**src/rtl/vend_sequencer.sv**
```systemverilog
// Coin-operated vend sequencer: credit accounting, round-robin product grant to a
// shared dispenser, refund/timeout change payout.
//
// state  | meaning
// IDLE   | no credit, waiting for the first coin
// CREDIT | holding credit, accepting coins, arbitrating requests, timing out
// GRANT  | dispense request outstanding, waiting for disp_ack
// CHANGE | paying out one change pulse per cycle until credit is zero
module vend_sequencer #(
  parameter int PRICE      = 3,
  parameter int CREDIT_MAX = 15,
  parameter int TIMEOUT    = 255
) (
  input  logic       clk,
  input  logic       rst,
  input  logic       coin,
  input  logic [3:0] sel,
  input  logic [3:0] sold_out,
  input  logic       refund,
  input  logic       disp_ack,
  output logic       disp_req,
  output logic [1:0] disp_id,
  output logic       change,
  output logic       coin_reject,
  output logic [3:0] credit
);

  localparam logic [3:0] PRICE_L = 4'(PRICE);
  localparam logic [3:0] MAX_L   = 4'(CREDIT_MAX);
  localparam logic [7:0] TMO_L   = 8'(TIMEOUT);

  typedef enum logic [1:0] {IDLE, CREDIT, GRANT, CHANGE} state_t;

  state_t     state_q, state_d;
  logic [3:0] credit_d;
  logic [1:0] ptr_q, ptr_d;
  logic [7:0] tmr_q, tmr_d;
  logic       disp_req_d, change_d, coin_reject_d;
  logic [1:0] disp_id_d;

  logic [3:0] elig;
  logic [1:0] idx, winner;
  logic       found;
  logic       grant;
  logic [3:0] cr;

  assign elig = sel & ~sold_out;

  // Descending scan so the requester closest to ptr is the last one written.
  always_comb begin
    found  = 1'b0;
    winner = ptr_q;
    idx    = '0;
    for (int k = 3; k >= 0; k--) begin
      idx = ptr_q + 2'(k);
      if (elig[idx]) begin
        found  = 1'b1;
        winner = idx;
      end
    end
  end

  always_comb begin
    state_d       = state_q;
    credit_d      = credit;
    ptr_d         = ptr_q;
    tmr_d         = tmr_q;
    disp_req_d    = disp_req;
    disp_id_d     = disp_id;
    change_d      = 1'b0;
    coin_reject_d = 1'b0;
    grant         = 1'b0;
    cr            = credit;
    case (state_q)
      IDLE: begin
        if (coin) begin
          state_d  = CREDIT;
          credit_d = 4'd1;
          tmr_d    = TMO_L;
        end
      end
      CREDIT: begin
        if (refund) begin
          state_d       = CHANGE;
          coin_reject_d = coin;
        end else begin
          grant = found && (credit >= PRICE_L);
          if (coin) begin
            if (credit < MAX_L) cr = credit + 4'd1;
            else                coin_reject_d = 1'b1;
          end
          if (grant) begin
            cr         = cr - PRICE_L;
            state_d    = GRANT;
            disp_req_d = 1'b1;
            disp_id_d  = winner;
            ptr_d      = winner + 2'd1;
          end
          credit_d = cr;
          // Down-counter: the TIMEOUT-th consecutive idle cycle triggers payout.
          if (coin || grant)       tmr_d = TMO_L;
          else if (tmr_q == 8'd1) state_d = CHANGE;
          else                     tmr_d = tmr_q - 8'd1;
        end
      end
      GRANT: begin
        coin_reject_d = coin;
        if (disp_ack) begin
          disp_req_d = 1'b0;
          if (credit != 4'd0) begin
            state_d = CREDIT;
            tmr_d   = TMO_L;
          end else begin
            state_d = IDLE;
          end
        end
      end
      CHANGE: begin
        coin_reject_d = coin;
        if (credit != 4'd0) begin
          change_d = 1'b1;
          credit_d = credit - 4'd1;
        end else begin
          state_d = IDLE;
        end
      end
      default: state_d = IDLE;
    endcase
  end

  always_ff @(posedge clk or posedge rst) begin
    if (rst) begin
      state_q     <= IDLE;
      credit      <= '0;
      ptr_q       <= '0;
      tmr_q       <= '0;
      disp_req    <= 1'b0;
      disp_id     <= '0;
      change      <= 1'b0;
      coin_reject <= 1'b0;
    end else begin
      state_q     <= state_d;
      credit      <= credit_d;
      ptr_q       <= ptr_d;
      tmr_q       <= tmr_d;
      disp_req    <= disp_req_d;
      disp_id     <= disp_id_d;
      change      <= change_d;
      coin_reject <= coin_reject_d;
    end
  end

endmodule

```
**config.mk**
```make
export PLATFORM = sky130hd
export DESIGN_NAME = vend_sequencer
export DESIGN_NICKNAME = d
export VERILOG_FILES = /design/src/rtl/vend_sequencer.sv
export SDC_FILE = /design/constraint.sdc
export NUM_CORES = 1
export LEC_CHECK = 0
export BUFFER_PORTS_ARGS = -buffer_cell sky130_fd_sc_hd__buf_2
export CAP_MARGIN = 20
export CORE_UTILIZATION = 51
export DETAILED_ROUTE_END_ITERATION = 16
export HOLD_SLACK_MARGIN = 0.05
export PLACE_DENSITY_LB_ADDON = 0.15
export SLEW_MARGIN = 0
export SYNTH_ARGS = -nofsm -noshare
export SYNTH_HDL_FRONTEND = slang
export SYNTH_SLANG_ARGS = --single-unit
```
**constraint.sdc**
```tcl
create_clock -name clk -period 2.41 [get_ports clk]
set_clock_uncertainty 0.2 [all_clocks]
set_input_delay 0.482 -clock clk [delete_from_list [all_inputs] [get_ports clk]]
set_output_delay 0.482 -clock clk [all_outputs]
set_load 0.005 [all_outputs]
```
Yosys cells after proc, flatten, opt, wreduce, memory -nomap -nowiden
Cells that the tools add are included.
Widths: inputs -> output; s select.
- word-level logic and storage cells: 101
- register bits: 21
- output and inout bits: 9
- input port bits: 13
- bitwise logic cells: 3
- equal/unequal tests: 12
- add/subtract/negate cells: 8
- reductions and logical operators: 13
- muxes and demuxes: 51
- magnitude comparators: 6
- operators with widths (operator ; number):
    $mux 8 ; 6
    $mux 4 ; 8
    $pmux 8 s3 ; 1
    $mux 2 ; 11
    $mux 1 ; 17
    $ne 2x2->1 const B ; 7
    $lt 2x3->1 const B ; 4
    $pmux 4 s3 ; 1
    $bmux 1 s2 ; 4
    $eq 8x1->1 const B ; 1
    $pmux 2 s4 ; 1
    $reduce_and 4->1 ; 2
    $sub 8x1->8 const B ; 1
    $reduce_and 3->1 ; 2
    $reduce_and 6->1 ; 1
    $reduce_bool 3->1 ; 2
    $add 2x1->2 const B ; 2
    $add 2x2->2 const B ; 2
    $add 4x1->4 const B ; 1
    $and 4x4->4 ; 1
    $eq 2x2->1 const B ; 2
    $ge 4x2->1 const B ; 1
    $lt 4x4->1 const B ; 1
    $not 4->4 ; 1
    12 further kinds ; 13

Depth between registers and ports, before layout
Gate-level depths: netlist (run 1).
- depth in word-level cells: 14
- mapped depth: 10
- gate-level depth less buffers: 9

Worst setup path after synthesis (run 1)
Ideal clock, no wire load.
- kind: reg-to-reg
- start point: register credit[0]
- end point: register tmr_q[7]
- library setup time: 0.132 ns
- arrival: 1.942 ns
- required time: 2.078 ns
- setup slack: 0.136 ns
- stages on the path, launching flop included: 11
- clock period less this slack: 2.274 ns
- cell sequence: dfrtp_1 clkbuf_1 inv_1 ha_1 or3b_1 nand4_1 o211ai_1 and2_1 clkbuf_1 mux2i_1 a21oi_1
- cells in the longest elaborated chain, start to end: 6
- elaborated cells on any way between the ends: 10
- ends and longest elaborated chain (what ; RTL line ; RTL):
    start: declaration ; 25 ; output logic [3:0] credit
    start signal: assignment ; 143 ; credit <= credit_d;
    $ge 4x2->1 ; 87 ; grant = found && (credit >= PRICE_L);
    $logic_and 1x1->1 ; 87 ;
    $logic_or 1x1->1 ; 101 ; if (coin || grant) tmr_d = TMO_L;
    $mux 8 ; 101 ;
    $mux 8 ; 83 ; if (refund) begin
    $pmux 8 s3 ; 74 ; case (state_q)
    end signal: assignment ; 145 ; tmr_q <= tmr_d;
    end: declaration ; 37 ; logic [7:0] tmr_q, tmr_d;
Several ways; a longest one is shown, not always the timed one. The select of a mux whose other input is x is not followed.
A chain may end at the register's enable or synchronous reset.

Worst setup path in the final report (run 1)
- start point: register tmr_q[4]
- end point: register tmr_q[4]
- cells in the longest elaborated chain, start to end: 5
- elaborated cells on any way between the ends: 8
- ends and longest elaborated chain (what ; RTL line ; RTL):
    $sub 8x1->8 ; 103 ; else tmr_d = tmr_q - 8'd1;
    $mux 8 ; 102 ; else if (tmr_q == 8'd1) state_d = CHANGE;
    $mux 8 ; 101 ;
    $mux 8 ; 83 ;
    $pmux 8 s3 ; 74 ;
Several ways; a longest one is shown, not always the timed one. The select of a mux whose other input is x is not followed.

==> results of run 1 <==
## metal layers
metal,GRT usage [%],vias to the layer above
li1,-,702
met1,29.9,661
met2,38.2,35
met3,2.56,2
met4,9.41,0
met5,0,-
## registers in the layout, summed over array words and instances (netlist names)
register,count
credit,4
state_q,2
disp_req,1
coin_reject,1
disp_id,2
tmr_q,8
change,1
ptr_q,2
## report_power, final
part / total [uW] / internal, uW / switching, uW
clock network: 168 / 64.5 / 104
registers: 617 / 462 / 155
logic: 879 / 406 / 473
## worst register-to-register path: stages (launching register included)
cell	delay, ps
dfrtp_1	450
or4_4	570
nor4_4	200
o2111ai_2	210
and3_1	260
nor3_1	200
a311oi_1	80
## worst max-delay path by stage
stage | endpoint | slack, ps
floorplan | tmr_q[7] | 140
global placement | credit[3] | 140
detailed placement | credit[3] | 90
CTS | tmr_q[4] | 130
global route | tmr_q[5] | 10
finish | tmr_q[4] | 110
## cells in the final DEF (no fill, tap or decap), drive strengths merged, types with 2 or more instances in the layout
| cell type | n |
|---|---|
| buf | 30 |
| nand2 | 22 |
| dfrtp | 21 |
| nor2 | 14 |
| a21oi | 12 |
| inv | 10 |
| nand2b | 7 |
| o21ai | 7 |
| nor2b | 6 |
| nor3 | 6 |
| o22ai | 6 |
| nand3 | 6 |
| ha | 6 |
| xnor2 | 5 |
| nor4 | 4 |
| clkbuf | 4 |
| and3 | 3 |
| nand4 | 3 |
| or4 | 3 |
| and2 | 3 |
| a31oi | 2 |
| o221ai | 2 |
| mux2i | 2 |
| a21boi | 2 |
## through the flow
stage | cell area [um2] | util (%) | hold slack [ps]
2_1_floorplan | 1480 | - | 259
3_3_place_gp | 1660 | 60.3 | 257
3_5_place_dp | 1660 | 60.3 | 271
4_1_cts | 1700 | 61.6 | 200
5_1_grt | 1700 | 61.8 | 206
6_report | 1700 | 61.8 | 218
## kinds of logic (layout without fill, tap and decap cells)
group / Yosys count / in the layout / share of synthesized area [%]
AOI/OAI and AO/OA: 44 / 44 / 20.2
DFF: 21 / 21 / 35.5
and+or+nand+nor: 82 / 82 / 29.8
muxes: 2 / 2 / 1.35
buffers and inverters: 17 / 45 / 4.56
adders and majority gates: 6 / 6 / 5.07
xor gates and xnor gates: 6 / 6 / 3.55
## cell type report
class                   instances  area, um2  area share (%)
inverters                      10       37.5            2.20
clock buffers                   4       26.3            1.54
multi-input cells             140        891            52.3
well taps                      31       38.8            2.28
repair buffers                 31        183            10.7
flip-flops and latches         21        527            30.9
## what timing repair did
item	4_1_cts	5_1_grt
endpoints found under the hold margin	21	0
endpoints found under the setup margin	0	1
hold buffers	1	0
resized for setup	0	2
==> results by group, run 1 <==
CTS
  – CTS buffer count: 3
  – H-tree depth: 1
  – Clk_lat worst skew: 300 ps
  – Clk slew on worst S/H paths: 110 ps
  – Root Buffer: clkbuf_4
  – CTS Buffer Depth: 2
  – CTS Sinks: 21
  – CTS tree: done
  – Buffer count from post-CTS setup fixing: 0

Cells and area
  – Antenna fix cells: 0
  – Share of cells above drive strength 1: 20.4%
  – Filler cells: 241
  – Nets: 226
  – Area delta synth->final: 14.9%
  – Layout Cells excl Fill: 237

Logic synthesis
  – Synth top cells by count: nand2_1, dfrtp_1, nor2_1
  – Syn Nets: 197
  – Synth warn: 0
  – Netlist cell types: 47
  – Avg Inst Size Synth: 8.32 um2
  – Synth Instances: 178
  – Mapped Area: 1480 um2
  – Synthesis-stage register bit count: 21
  – Leading area contributor after synthesis: dfrtp_1
  – Post-synth EDFFs: 0
  – Register area share after synthesis: 35.5%
  – Top post-synthesis cells by area: dfrtp_1, nand2_1, ha_1
  – Count leader, synth: nand2_1
  – Ys flop type: dfrtp_1
  – Top-area cell type share of the netlist area: 35.5%
  – Ys async rst share: 100%

Worst setup path
  – FF-to-FF End: tmr_q[4]
  – CP Buf/Inv Count: 0
  – CP top delay family: simple AND/OR/NAND/NOR gates
  – Reg-to-Reg Start: tmr_q[4]
  – CP arrival: 2270 ps
  – Slowest-stage cell, CP: or4_4
  – CP Capture Type: flip-flop
  – Worst Path Max Fanout: 6
  – Critical Path Start: tmr_q[4]
  – Worst Setup Start Kind: flip-flop
  – R2R setup slack: 110 ps
  – Cell count along the critical path: 6
  – CP max stage delay: 570 ps
  – CP required: 2380 ps
  – Crit Path Category: flip-flop to flip-flop
  – Crit path cell chain: or4_4, nor4_4, o2111ai_2, and3_1, nor3_1, a311oi_1
  – Worst R2R Path Depth: 6

Power
  – PnR Total Power: 1660 uW
  – Peak VDD IR: 0.760 mV
  – Pwr Density: 977 nW/um2
  – LEAKAGE: 0.000780 uW

STA
  – Unrepaired setup endpoints after global routing: no
  – Min Tclk post-route: 2300 ps
  – Fin. Hold Viols: 0
  – Setup TNS: 0 ps
  – Final Worst Setup Slack: 112 ps
  – Rel. slew slack: 71.7%
  – Measured slew at the worst slew-check pin: 425 ps
  – Final period utilization: 95.3%
  – Max Fclk: 435 MHz
  – Setup-failing EPs final: 0
  – Final Max Slew Viols: 0

Die
  – Row count: 19
  – Die area: 3120 um2
  – Core outline area: 2760 um2
  – DIE WIDTH: 55.9 um
  – Die outline height: 55.9 um
  – Starting Density: 53.7%
  – Top-level I/O count: 22

Detailed routing
  – M1 wire length: 1560 um
  – Post-Route WL: 3290 um
  – Uppermost layer routed: met4
  – Remaining antenna violation count: 0
  – Routed len/inst: 13.9 um
  – Vias/cell: 5.91
  – WL met2: 1590 um
  – # DRC: 0
  – Starting DRT DRC Count: 60
  – Via count: 1400
  – Met3 wire len: 125 um
  – Pre-antenna DRT Iters: 4

GRT
  – Vias in the first global route: 1342
  – First-pass GRT wire length: 5730 um
  – Initial antenna violation count: 0
  – Largest net degree at the start of global routing: 22
  – Total global routing track utilization: 22.7%
  – Gr ovfl total: 0

Flow run
  – Max-cap check violation count: 0

Placed design
  – Routability cong.: 0.858
  – PortBufs: 21
  – Post-Place Worst Slack: 89.4 ps
  – Placed insts: 232
  – Hpwl dp: 2470 um

Worst hold path
  – Beginning of the worst hold path: disp_ack
  – Worst Hold Depth: 2
  – Hold Path Sink: state_q[1]
  – HP Class: primary input to flip-flop

Status
  – Status: completed
Note: power is estimated with default switching activity, not from simulation.
==> run 2, diff against run 1 <==
--- a/config.mk
+++ b/config.mk
@@ -7,10 +7,11 @@
 export LEC_CHECK = 0
 export BUFFER_PORTS_ARGS = -buffer_cell sky130_fd_sc_hd__buf_2
 export CAP_MARGIN = 20
+export CORE_ASPECT_RATIO = 1.25
 export CORE_UTILIZATION = 51
 export DETAILED_ROUTE_END_ITERATION = 16
 export HOLD_SLACK_MARGIN = 0.05
-export PLACE_DENSITY_LB_ADDON = 0.15
+export PLACE_DENSITY = 0.79
 export SLEW_MARGIN = 0
 export SYNTH_ARGS = -nofsm -noshare
 export SYNTH_HDL_FRONTEND = slang
==> run 2 against run 1 <==
- fmax rose by 0.59%
- sequential cell count stayed put
- register-to-register slack about the same
- hold slack lost 47 ps
- die area is essentially flat
- first-iteration DRC count is 22% lower
- critical endpoint unchanged
- largest power group unchanged
==> results by group, run 2 (synthesis gave the netlist of run 1 again) <==
Status
  – Status: completed (unchanged)

Placed design
  – PortBufs: 21 (unchanged)
  – Routability cong.: 0.875 (was 0.858)
  – Hpwl dp: 2600 um (was 2470 um)

STA
  – Rel. slew slack: 70.9% (was 71.7%)
  – Setup TNS: 0 ps (unchanged)
  – Min Tclk post-route: 2280 ps (was 2300 ps)
  – Measured slew at the worst slew-check pin: 436 ps (was 425 ps)
  – Unrepaired setup endpoints after global routing: yes (was no)
  – Fin. Hold Viols: 0 (unchanged)
  – Final period utilization: 94.8% (was 95.3%)
  – Final Max Slew Viols: 0 (unchanged)
  – Max Fclk: 438 MHz (was 435 MHz)
  – Setup-failing EPs final: 0 (unchanged)

Cells and area
  – Register with the most flip-flops: tmr_q (unchanged)
  – Area delta synth->final: 14.9% (unchanged)
  – Max FFs per register: 8 (unchanged)
  – Filler cells: 248 (was 241)
  – Most common cell after layout, fill and taps aside: nand2_1 (unchanged)
  – Largest regs: tmr_q x8, credit x4 (unchanged)
  – Final core utilization: 62.9% (was 61.8%)
  – Antenna fix cells: 0 (unchanged)
  – Commonest cells after routing, fill and taps aside: nand2_1, buf_2, dfrtp_1 (unchanged)
  – Share of cells above drive strength 1: 20.6% (was 20.4%)
  – Nets: 224 (was 226)

Die
  – Core outline area: 2710 um2 (was 2760 um2)
  – DIE WIDTH: 50.2 um (was 55.9 um)
  – Starting Density: 54.7% (was 53.7%)
  – Row count: 21 (was 19)
  – Die outline height: 62.3 um (was 55.9 um)
  – Die area: 3130 um2 (was 3120 um2)
  – Top-level I/O count: 22 (unchanged)

Power
  – Pwr Density: 983 nW/um2 (was 977 nW/um2)
  – Comb power frac: 52.3% (was 52.8%)
  – LEAKAGE: 0.000773 uW (was 0.000780 uW)
  – Peak VDD IR: 0.651 mV (was 0.760 mV)
  – Sw frac: 44.6% (was 44.0%)
  – Sequential Power Share: 37.1% (about the same)
  – Sw power: 746 uW (was 731 uW)
  – Internal power: 927 uW (was 932 uW)
  – Clock power share: 10.7% (was 10.1%)

Detailed routing
  – Routed len/inst: 14.7 um (was 13.9 um)
  – Pre-antenna DRT Iters: 4 (unchanged)
  – Via count: 1424 (was 1400)
  – Vias/cell: 5.98 (was 5.91)
  – # DRC: 0 (unchanged)
  – Post-Route WL: 3510 um (was 3290 um)
  – Starting DRT DRC Count: 47 (was 60)
  – Remaining antenna violation count: 0 (unchanged)

Worst setup path
  – Crit Path Category: flip-flop to flip-flop (unchanged)
  – CP Capture Type: flip-flop (unchanged)
  – Worst Path Max Fanout: 6 (unchanged)
  – Worst Setup Start Kind: flip-flop (unchanged)
  – CP required: 2410 ps (was 2380 ps)
  – CP arrival: 2280 ps (was 2270 ps)

CTS
  – Root Buffer: clkbuf_4 (unchanged)
  – H-tree depth: 1 (unchanged)
  – CTS tree: done (unchanged)
  – CTS Buffer Depth: 2 (unchanged)
  – CTS buffer count: 3 (unchanged)
  – Clk_lat worst skew: 310 ps (was 300 ps)
  – CTS Sinks: 21 (unchanged)
  – Clk slew on worst S/H paths: 120 ps (was 110 ps)

GRT
  – First-pass GRT wire length: 6170 um (was 5730 um)
  – Vias in the first global route: 1448 (was 1342)
  – Total global routing track utilization: 25.3% (was 22.7%)
  – Initial antenna violation count: 0 (unchanged)
  – Largest net degree at the start of global routing: 22 (unchanged)
  – Gr ovfl total: 0 (unchanged)

Worst hold path
  – HP Class: primary input to flip-flop (unchanged)

Flow run
  – Max-cap check violation count: 0 (unchanged)
[run 2: cell count changes in the layout (fill, tap and decap cells not counted), sizes merged]
cell / change
buf: -2
[run 2: final timing paths]
kind,startpoint,end,slack [ps],cells after the start
setup reg to reg,tmr_q[4],tmr_q[4],130,6
min in group asynchronous,rst,tmr_q[0],520,4
setup / recovery,tmr_q[4],tmr_q[4],130,6
hold reg to reg,disp_id[0],disp_id[0],290,2
hold / removal,disp_ack,state_q[1],170,2
max in group asynchronous,rst,tmr_q[4],1250,4
[run 2: timing repair]
action,4_1_cts,5_1_grt
hold endpoints to repair,21,0
buffers inserted,0,0
setup endpoints to repair,0,3
resized for setup,0,4
hold buffers,1,0
[run 2: metal layers]
metal / global-route usage (%) / routed length, um / vias to the layer above
li1: - / - / 693
met5: 0 / 0 / -
met1: 29.9 / 1490 / 685
met4: 14.6 / 74 / 0
met3: 3.43 / 101 / 7
met2: 42.5 / 1840 / 39
[run 2: power groups by stage]
stage	sequential [uW]	combinational, uW	clock [uW]
final	620	875	178
after CTS	613	870	184
after floorplan	544	686	0
after detailed placement	620	864	0
after global placement	606	840	0
after global routing	639	992	203
[run 2: area by class of cell]
cell class	count	area, um2	area share [%]
Tap cell	34	42.5	2.50
Sequential cell	21	527	30.9
Inverter	10	37.5	2.20
Multi-Input combinational cell	140	902	53.0
Clock buffer	4	26.3	1.54
Timing Repair Buffer	29	168	9.85
[run 2: critical path, cell delays in order, from the launching register on]
cell       delay [ps]
dfrtp_2           470
or4_4             560
nor4_4            210
o2111ai_2         200
and3_1            270
nor3_2            190
a311oi_2           50
[run 2: through the flow]
step	cells	hold slack, ps	instance area [um2]	power (uW)	setup slack [ps]
finish	238	172	1700	1670	126
global route	238	156	1700	1830	-9.82
CTS	238	164	1690	1670	116
detailed placement	233	263	1650	1480	55.6
global placement	233	257	1650	1450	128
floorplan	178	259	1480	1230	136
